`config.mk`:
```
export PLATFORM = sky130hd
export DESIGN_NAME = mem_arbiter_flat
export DESIGN_NICKNAME = d
export VERILOG_FILES = /design/src/rtl/arch_defines.sv /design/src/rtl/mem_arbiter_if.sv /design/src/rtl/rr_arbiter2.sv /design/src/rtl/mem_arbiter.sv /design/src/flat_wrapper.sv
export SDC_FILE = /design/constraint.sdc
export NUM_CORES = 1
export LEC_CHECK = 0
export CAP_MARGIN = 25
export CORE_AREA = 2 2 129 131
export CTS_CLUSTER_DIAMETER = 60
export DETAILED_ROUTE_END_ITERATION = 16
export DIE_AREA = 0 0 131 133
export PLACE_DENSITY_LB_ADDON = 0.05
export RECOVER_POWER = 50
export SLEW_MARGIN = 0
export SYNTH_ARGS = -nofsm -noshare
export SYNTH_HDL_FRONTEND = slang
export SYNTH_SLANG_ARGS = --single-unit
```
`constraint.sdc`:
```
create_clock -name clk -period 4.2 [get_ports clk]
set_input_delay 0.84 -clock clk [delete_from_list [all_inputs] [get_ports clk]]
set_output_delay 0.84 -clock clk [all_outputs]
set_load 0.02 [all_outputs]
```
`src/rtl/arch_defines.sv`:
```
// rtl/arch_defines.sv - shared architectural constants: arbiter states, requester ids, size_and_sign codes
package arch_defines;

  typedef enum logic [1:0] {
    ST_IDLE   = 2'd0,
    ST_ACCESS = 2'd1,
    ST_RESP   = 2'd2
  } arb_state_e;

  localparam logic REQ_FETCH = 1'b0;
  localparam logic REQ_DATA  = 1'b1;

  localparam logic [2:0] LOAD_BYTE   = 3'b000;
  localparam logic [2:0] LOAD_HALF   = 3'b001;
  localparam logic [2:0] LOAD_WORD   = 3'b010;
  localparam logic [2:0] LOAD_BYTE_U = 3'b100;
  localparam logic [2:0] LOAD_HALF_U = 3'b101;

  localparam logic [2:0] STORE_BYTE  = 3'b000;
  localparam logic [2:0] STORE_HALF  = 3'b001;
  localparam logic [2:0] STORE_WORD  = 3'b010;

endpackage

```
`src/rtl/mem_arbiter_if.sv`:
```
// rtl/mem_arbiter_if.sv - fetch/data request-response channels plus the shared RAM port
interface mem_arbiter_if;

  logic        if_req_valid;
  logic        if_req_ready;
  logic [31:0] if_addr;
  logic        if_rsp_valid;
  logic        if_rsp_ready;
  logic [31:0] if_rsp_data;
  logic        if_rsp_err;

  logic        d_req_valid;
  logic        d_req_ready;
  logic        d_we;
  logic [31:0] d_addr;
  logic [31:0] d_wdata;
  logic [2:0]  d_size;
  logic        d_rsp_valid;
  logic        d_rsp_ready;
  logic [31:0] d_rsp_data;
  logic        d_rsp_err;

  logic [31:0] mem_read_address;
  logic [31:0] mem_write_address;
  logic [31:0] mem_write_data;
  logic [2:0]  mem_size_and_sign;
  logic        mem_write_enable;
  logic [31:0] mem_read_data;

  modport slave (
    input  if_req_valid, if_addr, if_rsp_ready,
    input  d_req_valid, d_we, d_addr, d_wdata, d_size, d_rsp_ready,
    input  mem_read_data,
    output if_req_ready, if_rsp_valid, if_rsp_data, if_rsp_err,
    output d_req_ready, d_rsp_valid, d_rsp_data, d_rsp_err,
    output mem_read_address, mem_write_address, mem_write_data,
    output mem_size_and_sign, mem_write_enable
  );

  modport master (
    output if_req_valid, if_addr, if_rsp_ready,
    output d_req_valid, d_we, d_addr, d_wdata, d_size, d_rsp_ready,
    output mem_read_data,
    input  if_req_ready, if_rsp_valid, if_rsp_data, if_rsp_err,
    input  d_req_ready, d_rsp_valid, d_rsp_data, d_rsp_err,
    input  mem_read_address, mem_write_address, mem_write_data,
    input  mem_size_and_sign, mem_write_enable
  );

endinterface

```
`src/rtl/rr_arbiter2.sv`:
```
// rtl/rr_arbiter2.sv - two-way round-robin grant between fetch and data requesters
module rr_arbiter2
  import arch_defines::*;
(
  input  logic fetch_valid_i,
  input  logic data_valid_i,
  input  logic last_grant_i,
  output logic grant_valid_o,
  output logic grant_id_o
);

  always_comb begin
    grant_valid_o = fetch_valid_i | data_valid_i;
    grant_id_o    = REQ_FETCH;
    // On conflict the requester that lost last time wins.
    if (fetch_valid_i && data_valid_i) begin
      grant_id_o = (last_grant_i == REQ_FETCH) ? REQ_DATA : REQ_FETCH;
    end else if (data_valid_i) begin
      grant_id_o = REQ_DATA;
    end
  end

endmodule

```
`src/rtl/mem_arbiter.sv`:
```
// rtl/mem_arbiter.sv - shares one single-port RAM between instruction fetch and data requesters
module mem_arbiter
  import arch_defines::*;
#(
  parameter int unsigned DEPTH = 1024
) (
  input  logic         clk,
  input  logic         reset,
  mem_arbiter_if.slave bus
);

  localparam logic [31:0] MAX_ADDR = 32'(4 * DEPTH - 4);

  arb_state_e  state_q, state_d;
  logic        last_grant_q, last_grant_d;
  logic [31:0] addr_q, addr_d;
  logic [31:0] wdata_q, wdata_d;
  logic [2:0]  size_q, size_d;
  logic        we_q, we_d;
  logic        id_q, id_d;
  logic [31:0] rsp_data_q, rsp_data_d;
  logic        rsp_err_q, rsp_err_d;

  logic grant_valid;
  logic grant_id;
  logic addr_legal;
  logic rsp_ready_sel;

  rr_arbiter2 u_rr (
    .fetch_valid_i (bus.if_req_valid),
    .data_valid_i  (bus.d_req_valid),
    .last_grant_i  (last_grant_q),
    .grant_valid_o (grant_valid),
    .grant_id_o    (grant_id)
  );

  // Word-aligned bound applies to every access size.
  assign addr_legal    = (addr_q <= MAX_ADDR);
  assign rsp_ready_sel = (id_q == REQ_DATA) ? bus.d_rsp_ready : bus.if_rsp_ready;

  always_ff @(posedge clk or posedge reset) begin
    if (reset) begin
      state_q      <= ST_IDLE;
      last_grant_q <= REQ_FETCH;
      addr_q       <= '0;
      wdata_q      <= '0;
      size_q       <= '0;
      we_q         <= 1'b0;
      id_q         <= REQ_FETCH;
      rsp_data_q   <= '0;
      rsp_err_q    <= 1'b0;
    end else begin
      state_q      <= state_d;
      last_grant_q <= last_grant_d;
      addr_q       <= addr_d;
      wdata_q      <= wdata_d;
      size_q       <= size_d;
      we_q         <= we_d;
      id_q         <= id_d;
      rsp_data_q   <= rsp_data_d;
      rsp_err_q    <= rsp_err_d;
    end
  end

  always_comb begin
    state_d          = state_q;
    last_grant_d     = last_grant_q;
    addr_d           = addr_q;
    wdata_d          = wdata_q;
    size_d           = size_q;
    we_d             = we_q;
    id_d             = id_q;
    rsp_data_d       = rsp_data_q;
    rsp_err_d        = rsp_err_q;
    bus.if_req_ready = 1'b0;
    bus.d_req_ready  = 1'b0;

    case (state_q)
      ST_IDLE: begin
        if (grant_valid && !reset) begin
          state_d      = ST_ACCESS;
          last_grant_d = grant_id;
          id_d         = grant_id;
          if (grant_id == REQ_DATA) begin
            bus.d_req_ready = 1'b1;
            addr_d          = bus.d_addr;
            wdata_d         = bus.d_wdata;
            size_d          = bus.d_size;
            we_d            = bus.d_we;
          end else begin
            bus.if_req_ready = 1'b1;
            addr_d           = bus.if_addr;
            wdata_d          = '0;
            size_d           = LOAD_WORD;
            we_d             = 1'b0;
          end
        end
      end
      ST_ACCESS: begin
        state_d    = ST_RESP;
        rsp_err_d  = !addr_legal;
        rsp_data_d = (we_q || !addr_legal) ? 32'h0 : bus.mem_read_data;
      end
      ST_RESP: begin
        if (rsp_ready_sel) begin
          state_d = ST_IDLE;
        end
      end
      default: begin
        state_d = ST_IDLE;
      end
    endcase
  end

  assign bus.mem_read_address  = addr_q;
  assign bus.mem_write_address = addr_q;
  assign bus.mem_write_data    = wdata_q;
  assign bus.mem_size_and_sign = size_q;
  assign bus.mem_write_enable  = (state_q == ST_ACCESS) && we_q && addr_legal && !reset;

  assign bus.if_rsp_valid = (state_q == ST_RESP) && (id_q == REQ_FETCH);
  assign bus.d_rsp_valid  = (state_q == ST_RESP) && (id_q == REQ_DATA);
  assign bus.if_rsp_data  = rsp_data_q;
  assign bus.d_rsp_data   = rsp_data_q;
  assign bus.if_rsp_err   = rsp_err_q;
  assign bus.d_rsp_err    = rsp_err_q;

endmodule

```
`src/flat_wrapper.sv`:
```
// flat-port wrapper written by rule: the top's interface ports become plain ports
module mem_arbiter_flat import arch_defines::*;
#(
  parameter int unsigned DEPTH = 1024
)
  (clk, reset, bus_if_req_valid, bus_if_addr, bus_if_rsp_ready, bus_d_req_valid, bus_d_we, bus_d_addr, bus_d_wdata, bus_d_size, bus_d_rsp_ready, bus_mem_read_data, bus_if_req_ready, bus_if_rsp_valid, bus_if_rsp_data, bus_if_rsp_err, bus_d_req_ready, bus_d_rsp_valid, bus_d_rsp_data, bus_d_rsp_err, bus_mem_read_address, bus_mem_write_address, bus_mem_write_data, bus_mem_size_and_sign, bus_mem_write_enable);
  mem_arbiter_if bus_i ();
  input  logic clk;
  input  logic reset;
  input wire logic [$bits(bus_i.if_req_valid)-1:0] bus_if_req_valid;
  input wire logic [$bits(bus_i.if_addr)-1:0] bus_if_addr;
  input wire logic [$bits(bus_i.if_rsp_ready)-1:0] bus_if_rsp_ready;
  input wire logic [$bits(bus_i.d_req_valid)-1:0] bus_d_req_valid;
  input wire logic [$bits(bus_i.d_we)-1:0] bus_d_we;
  input wire logic [$bits(bus_i.d_addr)-1:0] bus_d_addr;
  input wire logic [$bits(bus_i.d_wdata)-1:0] bus_d_wdata;
  input wire logic [$bits(bus_i.d_size)-1:0] bus_d_size;
  input wire logic [$bits(bus_i.d_rsp_ready)-1:0] bus_d_rsp_ready;
  input wire logic [$bits(bus_i.mem_read_data)-1:0] bus_mem_read_data;
  output wire logic [$bits(bus_i.if_req_ready)-1:0] bus_if_req_ready;
  output wire logic [$bits(bus_i.if_rsp_valid)-1:0] bus_if_rsp_valid;
  output wire logic [$bits(bus_i.if_rsp_data)-1:0] bus_if_rsp_data;
  output wire logic [$bits(bus_i.if_rsp_err)-1:0] bus_if_rsp_err;
  output wire logic [$bits(bus_i.d_req_ready)-1:0] bus_d_req_ready;
  output wire logic [$bits(bus_i.d_rsp_valid)-1:0] bus_d_rsp_valid;
  output wire logic [$bits(bus_i.d_rsp_data)-1:0] bus_d_rsp_data;
  output wire logic [$bits(bus_i.d_rsp_err)-1:0] bus_d_rsp_err;
  output wire logic [$bits(bus_i.mem_read_address)-1:0] bus_mem_read_address;
  output wire logic [$bits(bus_i.mem_write_address)-1:0] bus_mem_write_address;
  output wire logic [$bits(bus_i.mem_write_data)-1:0] bus_mem_write_data;
  output wire logic [$bits(bus_i.mem_size_and_sign)-1:0] bus_mem_size_and_sign;
  output wire logic [$bits(bus_i.mem_write_enable)-1:0] bus_mem_write_enable;
  assign bus_i.if_req_valid = bus_if_req_valid;
  assign bus_i.if_addr = bus_if_addr;
  assign bus_i.if_rsp_ready = bus_if_rsp_ready;
  assign bus_i.d_req_valid = bus_d_req_valid;
  assign bus_i.d_we = bus_d_we;
  assign bus_i.d_addr = bus_d_addr;
  assign bus_i.d_wdata = bus_d_wdata;
  assign bus_i.d_size = bus_d_size;
  assign bus_i.d_rsp_ready = bus_d_rsp_ready;
  assign bus_i.mem_read_data = bus_mem_read_data;
  assign bus_if_req_ready = bus_i.if_req_ready;
  assign bus_if_rsp_valid = bus_i.if_rsp_valid;
  assign bus_if_rsp_data = bus_i.if_rsp_data;
  assign bus_if_rsp_err = bus_i.if_rsp_err;
  assign bus_d_req_ready = bus_i.d_req_ready;
  assign bus_d_rsp_valid = bus_i.d_rsp_valid;
  assign bus_d_rsp_data = bus_i.d_rsp_data;
  assign bus_d_rsp_err = bus_i.d_rsp_err;
  assign bus_mem_read_address = bus_i.mem_read_address;
  assign bus_mem_write_address = bus_i.mem_write_address;
  assign bus_mem_write_data = bus_i.mem_write_data;
  assign bus_mem_size_and_sign = bus_i.mem_size_and_sign;
  assign bus_mem_write_enable = bus_i.mem_write_enable;
  mem_arbiter #(.DEPTH(DEPTH)) u_core (.clk(clk), .reset(reset), .bus(bus_i));
endmodule
```
==> run_results.csv <==
group,metric,value,unit
sta,hold_violations,0,
floorplan,io_pins,308,
finish,instances_no_fill,956,
clock_network,cts_tree,"yes",
sta,fin_crit,3.675,ns
worst_setup_path,cp_slowest_cell,"dlygate4sd3_1",
sta,max_slew.worst_pin.slew,1.602,ns
worst_setup_path,cp.buffers_inverters,2,
sta,setup_viol,0,
synthesis,netlist_instances,502,
detailed_routing,drt_wl_total,17.22,mm
pwr,p_leak,3.728,nW
finish,utilization,0.5386,
synthesis,syn-num-nets,640,
pwr,power_switching,2.039,mW
hold_path,whs_path_depth,2,
status,status,"complete, but fails checks",
clock_network,clock-sinks,104,
synthesis,seq_area_frac_synth,0.4602,
synthesis,ys_seq_elements,104,
sta,drv_slew,30,
detailed_routing,drc,0,
grt,grt-ovfl-total,0,
worst_setup_path,rr_worst_depth,4,
grt,grt.total_usage,0.1966,
clock_network,cts-root-buf,"clkbuf_16",
worst_setup_path,end_kind,"output port",
finish,nets,869,
placed_design,place_congestion,0.7335,
clock_network,cts-hold-fix-buffers,0,
detailed_routing,wl_per_cell,18.01,um
finish,final_cell_mix,"clkdlybuf4s50_1 (227), dfrtp_1 (104), dlygate4sd3_1 (80), nand2_1 (69), mux2_2 (39)",
grt,grt_pass1_wl,26.24,mm
sta,skew,0.01221,ns
worst_setup_path,critPathRequiredTime,3.36,ns
clock_network,htree_num_levels,3,
finish,area_growth,54.00,%
run,drv_cap,1,
worst_setup_path,crit_type,"in -> out",
sta,timing.final.crit_share,0.8749,
clock_network,cts.clk_slew.worst_paths,0.07,ns
sta,hold_ws,0.4977,ns
floorplan,start_util,0.3497,
grt,antenna_found_initial,0,
detailed_routing,firstDrtPassIters,4,
floorplan,die-area,17420,um^2
placed_design,portBuffers,307,
floorplan,die_w,131,um
detailed_routing,drt-initial-drc-count,184,
status,violations,"max-capacitance violations, max-slew violations",
detailed_routing,via_count,4639,
pwr,p_int,3.196,mW
pwr,seqPwrFrac,0.315,
sta,fin_tns_setup,0,ns
grt,grt_pass1_vias,4681,
sta,rsz0062_at_grt,"false",
floorplan,row_count,47,
floorplan,die_y,133,um
worst_setup_path,path_delay_family,"buffers and inverters",
placed_design,dpl.cell_count,939,
pwr,p_sw_frac,0.3895,
worst_setup_path,cp_max_fo,5,
pwr,combPwrFrac,0.493,
worst_setup_path,cp_cell_sequence,"dlygate4sd3_1 -> nor4_1 -> and2_1 -> clkdlybuf4s50_1",
placed_design,hpwl,12.53,mm
floorplan,core_area,16170,um^2
worst_setup_path,crit_cells,4,
sta,slew_headroom,-0.06773,
pwr,vdd_drop_max,0.0003878,V
synthesis,syn_area,5655,um^2
clock_network,cts_resized,0,
synthesis,ys_warn_count,0,
finish,drive_above_1_share,0.1264,
synthesis,syn_avg_cell_area,11.27,um^2
finish,antenna_cells,0,
clock_network,clk_latency,0.35,ns
sta,fmax,0.2721,GHz
worst_setup_path,critPathLaunchType,"input port",
pwr,powerDensity,601.0,nW/um^2
clock_network,cts_inserted_buffers,9,
worst_setup_path,cp_data_arrival_time,2.83,ns
finish,layout_commonest_cell,"clkdlybuf4s50_1",
grt,grt_max_degree,77,
synthesis,yosysUniqueCellTypes,30,
clock_network,cts_buffer_depth,2,
worst_setup_path,critPathMaxStageDelay,0.61,ns
clock_network,cts_setup_buffers,0,
detailed_routing,via_per_inst,4.853,
hold_path,hp-class,"reg -> reg",
detailed_routing,postRouteAntennaNets,0,
pwr,clkPwrFrac,0.192,
-- path summary, 6_finish.rpt --
check	from	to	slack, ns
setup reg to reg	u_core.last_grant_q	u_core.bus.mem_read_address[30]	1.76
min in group asynchronous	reset	u_core.we_q	1.60
setup / recovery	reset	bus_d_req_ready	0.53
max in group asynchronous	reset	u_core.bus.mem_read_address[22]	0.85
hold / removal	u_core.bus.d_rsp_data[19]	u_core.bus.d_rsp_data[19]	0.50
hold reg to reg	u_core.bus.d_rsp_data[19]	u_core.bus.d_rsp_data[19]	0.50
-- sequential cells by signal (all words and copies together) (netlist names) --
name / count
u_core.state_q: 2
u_core.bus.mem_write_data: 32
u_core.bus.mem_size_and_sign: 3
u_core.we_q: 1
u_core.bus.mem_read_address: 32
u_core.last_grant_q: 1
u_core.bus.d_rsp_data: 32
u_core.bus.d_rsp_err: 1
-- synthesized netlist by cell type --
library cell    n  area share
a21boi_4        1      0.0033
nand2b_1        3      0.0033
o311ai_0       23       0.036
o21ai_0         1     0.00088
o31ai_2        10       0.022
o31ai_1        22       0.029
nor3_1          1     0.00088
buf_6           6       0.012
mux2i_1        35       0.062
dfrtp_1       104        0.46
inv_1          36       0.024
o211ai_2        1      0.0022
nand4_2         1      0.0022
buf_2           4      0.0035
mux2_4         20       0.053
nand2_1        69       0.046
nor4_1          3      0.0033
buf_4          74       0.098
nor2_1          3      0.0020
clkinv_1        1     0.00066
nor4_2          4      0.0088
o32a_1          1      0.0018
o311ai_1        9       0.014
nand4_1         2      0.0022
buf_1           2      0.0013
mux2_2         39       0.078
nor2b_1         2      0.0022
clkbuf_1       16       0.011
and2_1          1      0.0011
mux2_1          8       0.016
-- tightest hold or removal path: stages, from the launching register on --
cell and delay, ns:
dfrtp_1 0.35, nand2_1 0.05, o31ai_1 0.06
-- power by group through the flow --
stage	clock network (mW)	logic [mW]	registers [mW]
5_1_grt	1.08	2.73	1.71
4_1_cts	1.02	2.67	1.67
2_1_floorplan	0	1.23	1.98
6_report	1.01	2.58	1.65
3_3_place_gp	0	2.65	1.67
3_5_place_dp	0	2.66	1.68
-- cell type report --
cell class / count / area, um^2
Clock inverter: 4 / 98.84
Sequential cell: 104 / 2603
Multi-Input combinational cell: 259 / 2157
Timing Repair Buffer: 320 / 3177
Inverter: 37 / 142.6
Tap cell: 220 / 275.3
Fill cell: 1414 / 7462
Clock buffer: 12 / 256.5
-- cell families after synthesis --
kind of cell	after synthesis	synth area share
simple gates	89	0.07190
flops	104	0.4602
compound gates	68	0.1091
buf+inv	139	0.1502
mux	102	0.2086
-- metrics by stage --
stage          instance area (um^2)  total power [mW]  worst slack, ns
2_1_floorplan                  5659             3.204           0.6552
3_3_place_gp                   8393             4.320           0.7373
3_5_place_dp                   8393             4.345           0.7607
4_1_cts                        8748             5.367           0.6411
5_1_grt                        8710             5.513           0.3743
6_report                       8710             5.235           0.5254
-- per-layer routing --
layer | track usage | share of wire | vias to the layer above
li1 | - | - | 2149
met1 | 0.2416 | 0.39 | 2274
met2 | 0.3353 | 0.51 | 194
met3 | 0.04852 | 0.075 | 22
met4 | 0.06442 | 0.021 | 0
met5 | 0 | 0 | -
Note: power is estimated with default switching activity, not from simulation.
==> variant 1, RTL diff (config.mk and constraints unchanged) <==
Make the reset (`reset`) synchronous in one clocked block.
--- a/src/rtl/mem_arbiter.sv
+++ b/src/rtl/mem_arbiter.sv
@@ -38,7 +38,7 @@
   assign addr_legal    = (addr_q <= MAX_ADDR);
   assign rsp_ready_sel = (id_q == REQ_DATA) ? bus.d_rsp_ready : bus.if_rsp_ready;
 
-  always_ff @(posedge clk or posedge reset) begin
+  always_ff @(posedge clk) begin
     if (reset) begin
       state_q      <= ST_IDLE;
       last_grant_q <= REQ_FETCH;
Check against the original RTL: differs if reset is asserted again (counterexample within 4 cycles, from zero or initial values and one cycle with reset high); with reset held inactive, the same outputs for 4 cycles.
==> variant 1 against the original RTL <==
- the flow still finishes with violations (capacitance limit, slew limit)
- synthesized cell count increased by 3.2%
- area after synthesis decreased by 16%
- sequential cell count unchanged
- wire length decreased by 4.7%
- final area decreased by 11%
- setup slack improved by 0.041 ns
- core utilization decreased by 5.9 points
- via count decreased by 2.0%
- critical path depth increased by 3
- cell count increased by 0.21%
- worst hold slack got worse by 0.048 ns
Power is not compared: it rests on default switching activity, and its combinational part moved more than twofold at a synthesized area within 25%.
==> variant 1: results (changes against the original RTL) <==
outcome finished with violations; failing checks capacitance limit, slew limit; Worst Reg-to-Reg Cells 5 (+1); Worst EP arrival 2.79 ns (-0.04 ns); Synth cell types 27 (-10%); skew final 0.00671 ns (-0.00550 ns); initial antenna violation count 0 (unchanged); met1 usage 22.5% (-1.7 points); met3 Use GR 5.54% (+0.69 points); Max-cap violations 2 (+1); dpl cells 942 (+0.32%); detailed-route wire length per cell 17.1 µm (-4.9%); worst slew pin tran 1.60 ns (-0.00506 ns); worst min-delay path class flip-flop to flip-flop; worst min-delay path startpoint u_core.bus.mem_write_data[0]$_SDFFE_PP0P_; Synth async-reset ratio 0% (-100 points); syn nets 656 (+2.5%); reg2reg end u_core.bus.d_rsp_data[30]$_SDFFE_PP0N_; worst reg2reg startpoint u_core.bus.mem_read_address[14]$_SDFFE_PP0P_; met2 Use GR 31.4% (-2.2 points); drt via density 4.74 (-2.2%); Pre-antenna DRT Iters 4 (unchanged); Post-Route WL 16,400 µm (-4.7%); Hold Path Sink u_core.bus.mem_write_data[0]$_SDFFE_PP0P_; Root Buffer clkbuf_16; first-iteration detailed-routing DRC count 234 (+27%); net switching power 721 µW; vias in the first global route 4,404 (-5.9%); Final Max Tran Viols 106 (+250%); top cells by area, synth dfxtp_1, buf_4, mux2i_1; Post-CTS Setup Bufs 0 (unchanged); r2r setup slk 1.45 ns (-0.31 ns); number of I/O port buffers 307 (unchanged); dpl hpwl 11,900 µm (-5.1%); hold depth 2 (unchanged); largest net degree at the start of global routing 103 (+34%); worst skew pair latency 0.35 ns (about the same); Num CTS Buffers 9 (unchanged); first-pass GRT wire length 24,700 µm (-5.8%); mean post-synth cell area 9.21 µm² (-18%); # H-tree levels 3 (unchanged); gr usage total 18.4% (-1.2 points); fill count 1,527 (+8.0%); Seq/Total Area, Yosys 43.6% (-2.4 points); worst-path maximum fanout 18 (+13); fin nets 871 (+0.23%); top post-synthesis cells by count dfxtp_1, buf_4, a21oi_1; Leak 0.00320 µW; ANT cells 0 (unchanged); layout cells sized above 1 3.79% (-8.8 points); GP Congestion 0.819 (+12%)
-- variant 1: changes by cell type in the layout (fill, tap and decap cells not counted), sizes merged, moves of 32 or more --
cell | before | now
nor2 | 3 | 38
dfrtp | 104 | 0
o31ai | 32 | 0
inv | 36 | 3
a211oi | 0 | 32
o311ai | 32 | 0
mux2 | 67 | 0
nand3 | 0 | 35
a22o | 0 | 32
a21oi | 0 | 39
dfxtp | 0 | 104
-- variant 1: per-stage QoR --
| stage | power (µW) | setup slack (ns) | cell area [µm²] | hold WS, ns |
|---|---|---|---|---|
| after global placement | 1720 | 0.567 | 7480 | 0.438 |
| after floorplan | 1430 | 1.22 | 4770 | 0.480 |
| final | 2520 | 0.566 | 7760 | 0.449 |
| after global routing | 2640 | 0.467 | 7760 | 0.473 |
| after CTS | 2570 | 0.560 | 7770 | 0.456 |
| after detailed placement | 1730 | 0.557 | 7480 | 0.447 |
-- variant 1: power by group through the flow --
stage / registers, µW / logic [µW] / clock network [µW]
2_1_floorplan: 1150 / 278 / 0
3_3_place_gp: 1110 / 616 / 0
3_5_place_dp: 1110 / 619 / 0
4_1_cts: 1090 / 623 / 862
5_1_grt: 1090 / 646 / 901
6_report: 1090 / 606 / 833
-- variant 1: worst max path at each step --
stage                                       to  cells after the start  slack, ns                                        start
after CTS                      bus_d_req_ready                      7       0.56                             bus_if_req_valid
final                          bus_d_req_ready                      7       0.57                             bus_if_req_valid
after detailed placement       bus_d_req_ready                      7       0.56                             bus_if_req_valid
after global placement         bus_d_req_ready                      7       0.57                             bus_if_req_valid
after global routing      bus_mem_write_enable                      4       0.47  u_core.bus.mem_read_address[0]$_SDFFE_PP0P_
after floorplan               bus_if_req_ready                      5       1.22                                        reset
-- variant 1: layer usage --
metal / vias up / share of wire (%)
met3: 17 / 8.1
met5: - / 0
li1: 2222 / -
met4: 0 / 1.3
met1: 2117 / 42
met2: 189 / 49
-- variant 1: worst max-delay path, stage by stage --
cell,delay (ns)
clkdlybuf4s50_1,0.52
nor2_1,0.07
or4_4,0.55
clkinv_2,0.09
nand2_1,0.07
inv_1,0.06
clkdlybuf4s50_1,0.59
-- variant 1: cells by family (layout without fill, tap and decap cells) --
group / after synthesis / in the layout / synth area share [%]
AO/OA/AOI/OAI: 107 / 107 / 15.6
buffers and inverters: 116 / 336 / 15.5
multiplexers: 33 / 33 / 6.92
AND/OR/NAND/NOR: 158 / 158 / 18.4
flip-flops: 104 / 104 / 43.6
-- variant 1: final cells by class --
cell class / count / area share (%)
clock inverter: 3 / 0.322
clock buffer: 13 / 3.48
inverter: 4 / 0.210
tap: 220 / 3.55
timing repair buffer: 316 / 40.3
sequential: 104 / 26.8
multi-input combinational: 298 / 25.3
==> variant 2, RTL diff (same flow settings) <==
Made on the original files. `DEPTH` is set to 1024 in 2 places; all go to 512.
--- a/src/rtl/mem_arbiter.sv
+++ b/src/rtl/mem_arbiter.sv
@@ -2,7 +2,7 @@
 module mem_arbiter
   import arch_defines::*;
 #(
-  parameter int unsigned DEPTH = 1024
+  parameter int unsigned DEPTH = 512
 ) (
   input  logic         clk,
   input  logic         reset,
--- a/src/flat_wrapper.sv
+++ b/src/flat_wrapper.sv
@@ -1,7 +1,7 @@
 // flat-port wrapper written by rule: the top's interface ports become plain ports
 module mem_arbiter_flat import arch_defines::*;
 #(
-  parameter int unsigned DEPTH = 1024
+  parameter int unsigned DEPTH = 512
 )
   (clk, reset, bus_if_req_valid, bus_if_addr, bus_if_rsp_ready, bus_d_req_valid, bus_d_we, bus_d_addr, bus_d_wdata, bus_d_size, bus_d_rsp_ready, bus_mem_read_data, bus_if_req_ready, bus_if_rsp_valid, bus_if_rsp_data, bus_if_rsp_err, bus_d_req_ready, bus_d_rsp_valid, bus_d_rsp_data, bus_d_rsp_err, bus_mem_read_address, bus_mem_write_address, bus_mem_write_data, bus_mem_size_and_sign, bus_mem_write_enable);
   mem_arbiter_if bus_i ();
Check against the original RTL: not equivalent (a bounded check fails within 4 cycles, from zero or initial values and one cycle with reset high).
==> variant 2 against the original RTL <==
- the flow still finishes with violations (capacitance limit, slew limit)
- sequential cell count unchanged
- final area decreased by 1.9%
- register-to-register slack got worse by 0.31 ns
- wire length decreased by 0.78%
- sequential power decreased by 2%
- setup slack improved by 0.16 ns
- global-route usage decreased by 0.20 points
- area after synthesis decreased by 3.5%
- synthesized cell count increased by 0.20%
- power decreased by 3.9%
- core utilization decreased by 1.0 points
- clock skew decreased by 0.0065 ns
- largest cell class unchanged
- largest power group unchanged
==> variant 2: results (changes against the original RTL) <==
Setup crit start u_core.bus.mem_read_address[30]$_DFFE_PP0P_; Worst setup endpoint bus_mem_write_enable; Worst EP arrival 2.67 ns (-0.16 ns); reg2reg end u_core.bus.d_rsp_err$_DFFE_PP0N_; DR WL met3 1660 µm (+28%); fill count 1,426 (+0.85%); gr usage total 19.5% (-0.20 points); Metal-1 WL 6650 µm (-1.7%); Final Max Tran Viols 34 (+13%); layout cells sized above 1 13.1% (+0.44 points); top cells by area, synth dfrtp_1, mux2_2, buf_4; dpl cells 937 (-0.21%); worst slew pin tran 1.64 ns (+0.0344 ns); first-pass GRT wire length 26,200 µm (about the same); number of I/O port buffers 307 (unchanged); Synth cell types 27 (-10%); mean post-synth cell area 10.8 µm² (-3.7%); worst min-delay path startpoint u_core.bus.d_rsp_data[12]$_DFFE_PP0N_; Num CTS Buffers 9 (unchanged); crit path kind flip-flop to primary output; Resize count post-CTS 0 (unchanged); fin nets 867 (-0.23%); failing checks capacitance limit, slew limit; final hold slack 0.496 ns (-0.00132 ns); detailed-route wire length per cell 17.9 µm (-0.58%); Worst Reg-to-Reg Cells 4 (unchanged); initial antenna violation count 0 (unchanged); met2 Use GR 32.7% (-0.83 points); vias in the first global route 4,773 (+2.0%); Seq/Total Area, Yosys 47.7% (+1.7 points); Max-cap violations 1 (unchanged); met3 Use GR 7.24% (+2.4 points); top post-synthesis cells by count dfrtp_1, nand2_1, mux2_2; syn nets 641 (+0.16%); first-iteration detailed-routing DRC count 235 (+28%); pre-CTS WS 0.893 ns (+0.132 ns); synth warn 0 (unchanged); skew final 0.00574 ns (-0.00647 ns); met1 usage 23.5% (-0.70 points); worst skew pair latency between 0.3 and 0.4 ns; GP Congestion 0.768 (+4.7%); Root Buffer clkbuf_16; vias 4,592 (-1.0%); r2r setup slk 1.45 ns (-0.31 ns); worst reg2reg startpoint u_core.bus.mem_read_address[30]$_DFFE_PP0P_; Hold Path Sink u_core.bus.d_rsp_data[12]$_DFFE_PP0N_; hold depth 2 (unchanged); top sig layer met4; metal2 WL 8520 µm (-3.1%); outcome finished with violations; largest net degree at the start of global routing 71 (-7.8%); Leak 0.00368 µW (-1.4%); Worst VDD drop 0.000366 V (-5.6%); max frequency 285 MHz (+4.7%); CTS max path bufs 2 (unchanged); Final Instance Count excl. Fillers 954 (-0.21%); dpl hpwl 12,300 µm (-1.9%); worst-path maximum fanout 4 (-1); Pre-antenna DRT Iters 4 (unchanged); Post-CTS Setup Bufs 0 (unchanged)
## variant 2: layout make-up
type	instances	area, µm²	area share, %
repair buffers	318	3170	37.1
flip-flops and latches	104	2600	30.5
multi-input cells	258	2050	24.0
well taps	220	275	3.22
clock buffers	13	260	3.05
inverters	38	144	1.68
clock inverters	3	40.0	0.469
## variant 2: cell families after synthesis
kind of cell    share of synthesized area, %
buf+inv                                 15.0
flops                                   47.7
mux                                     20.2
simple gates                            6.81
compound gates                          10.2
## variant 2: where the power goes
part	switching, µW	internal [µW]	total (µW)
Combinational	1350	1210	2560
Sequential	281	1330	1610
Clock	364	494	857
Total	1990	3040	5030
## variant 2: stage by stage
step | cell area (µm²) | power (µW)
after global placement | 8220 | 4260
final | 8540 | 5030
after floorplan | 5460 | 3120
after global routing | 8540 | 5320
after detailed placement | 8220 | 4300
after CTS | 8520 | 5180
## variant 2: critical path, stage by stage, from the launching register on
cell,delay (ns)
dfrtp_1,0.40
or4_1,0.52
or4_1,0.45
nor4_1,0.27
clkdlybuf4s50_1,0.69
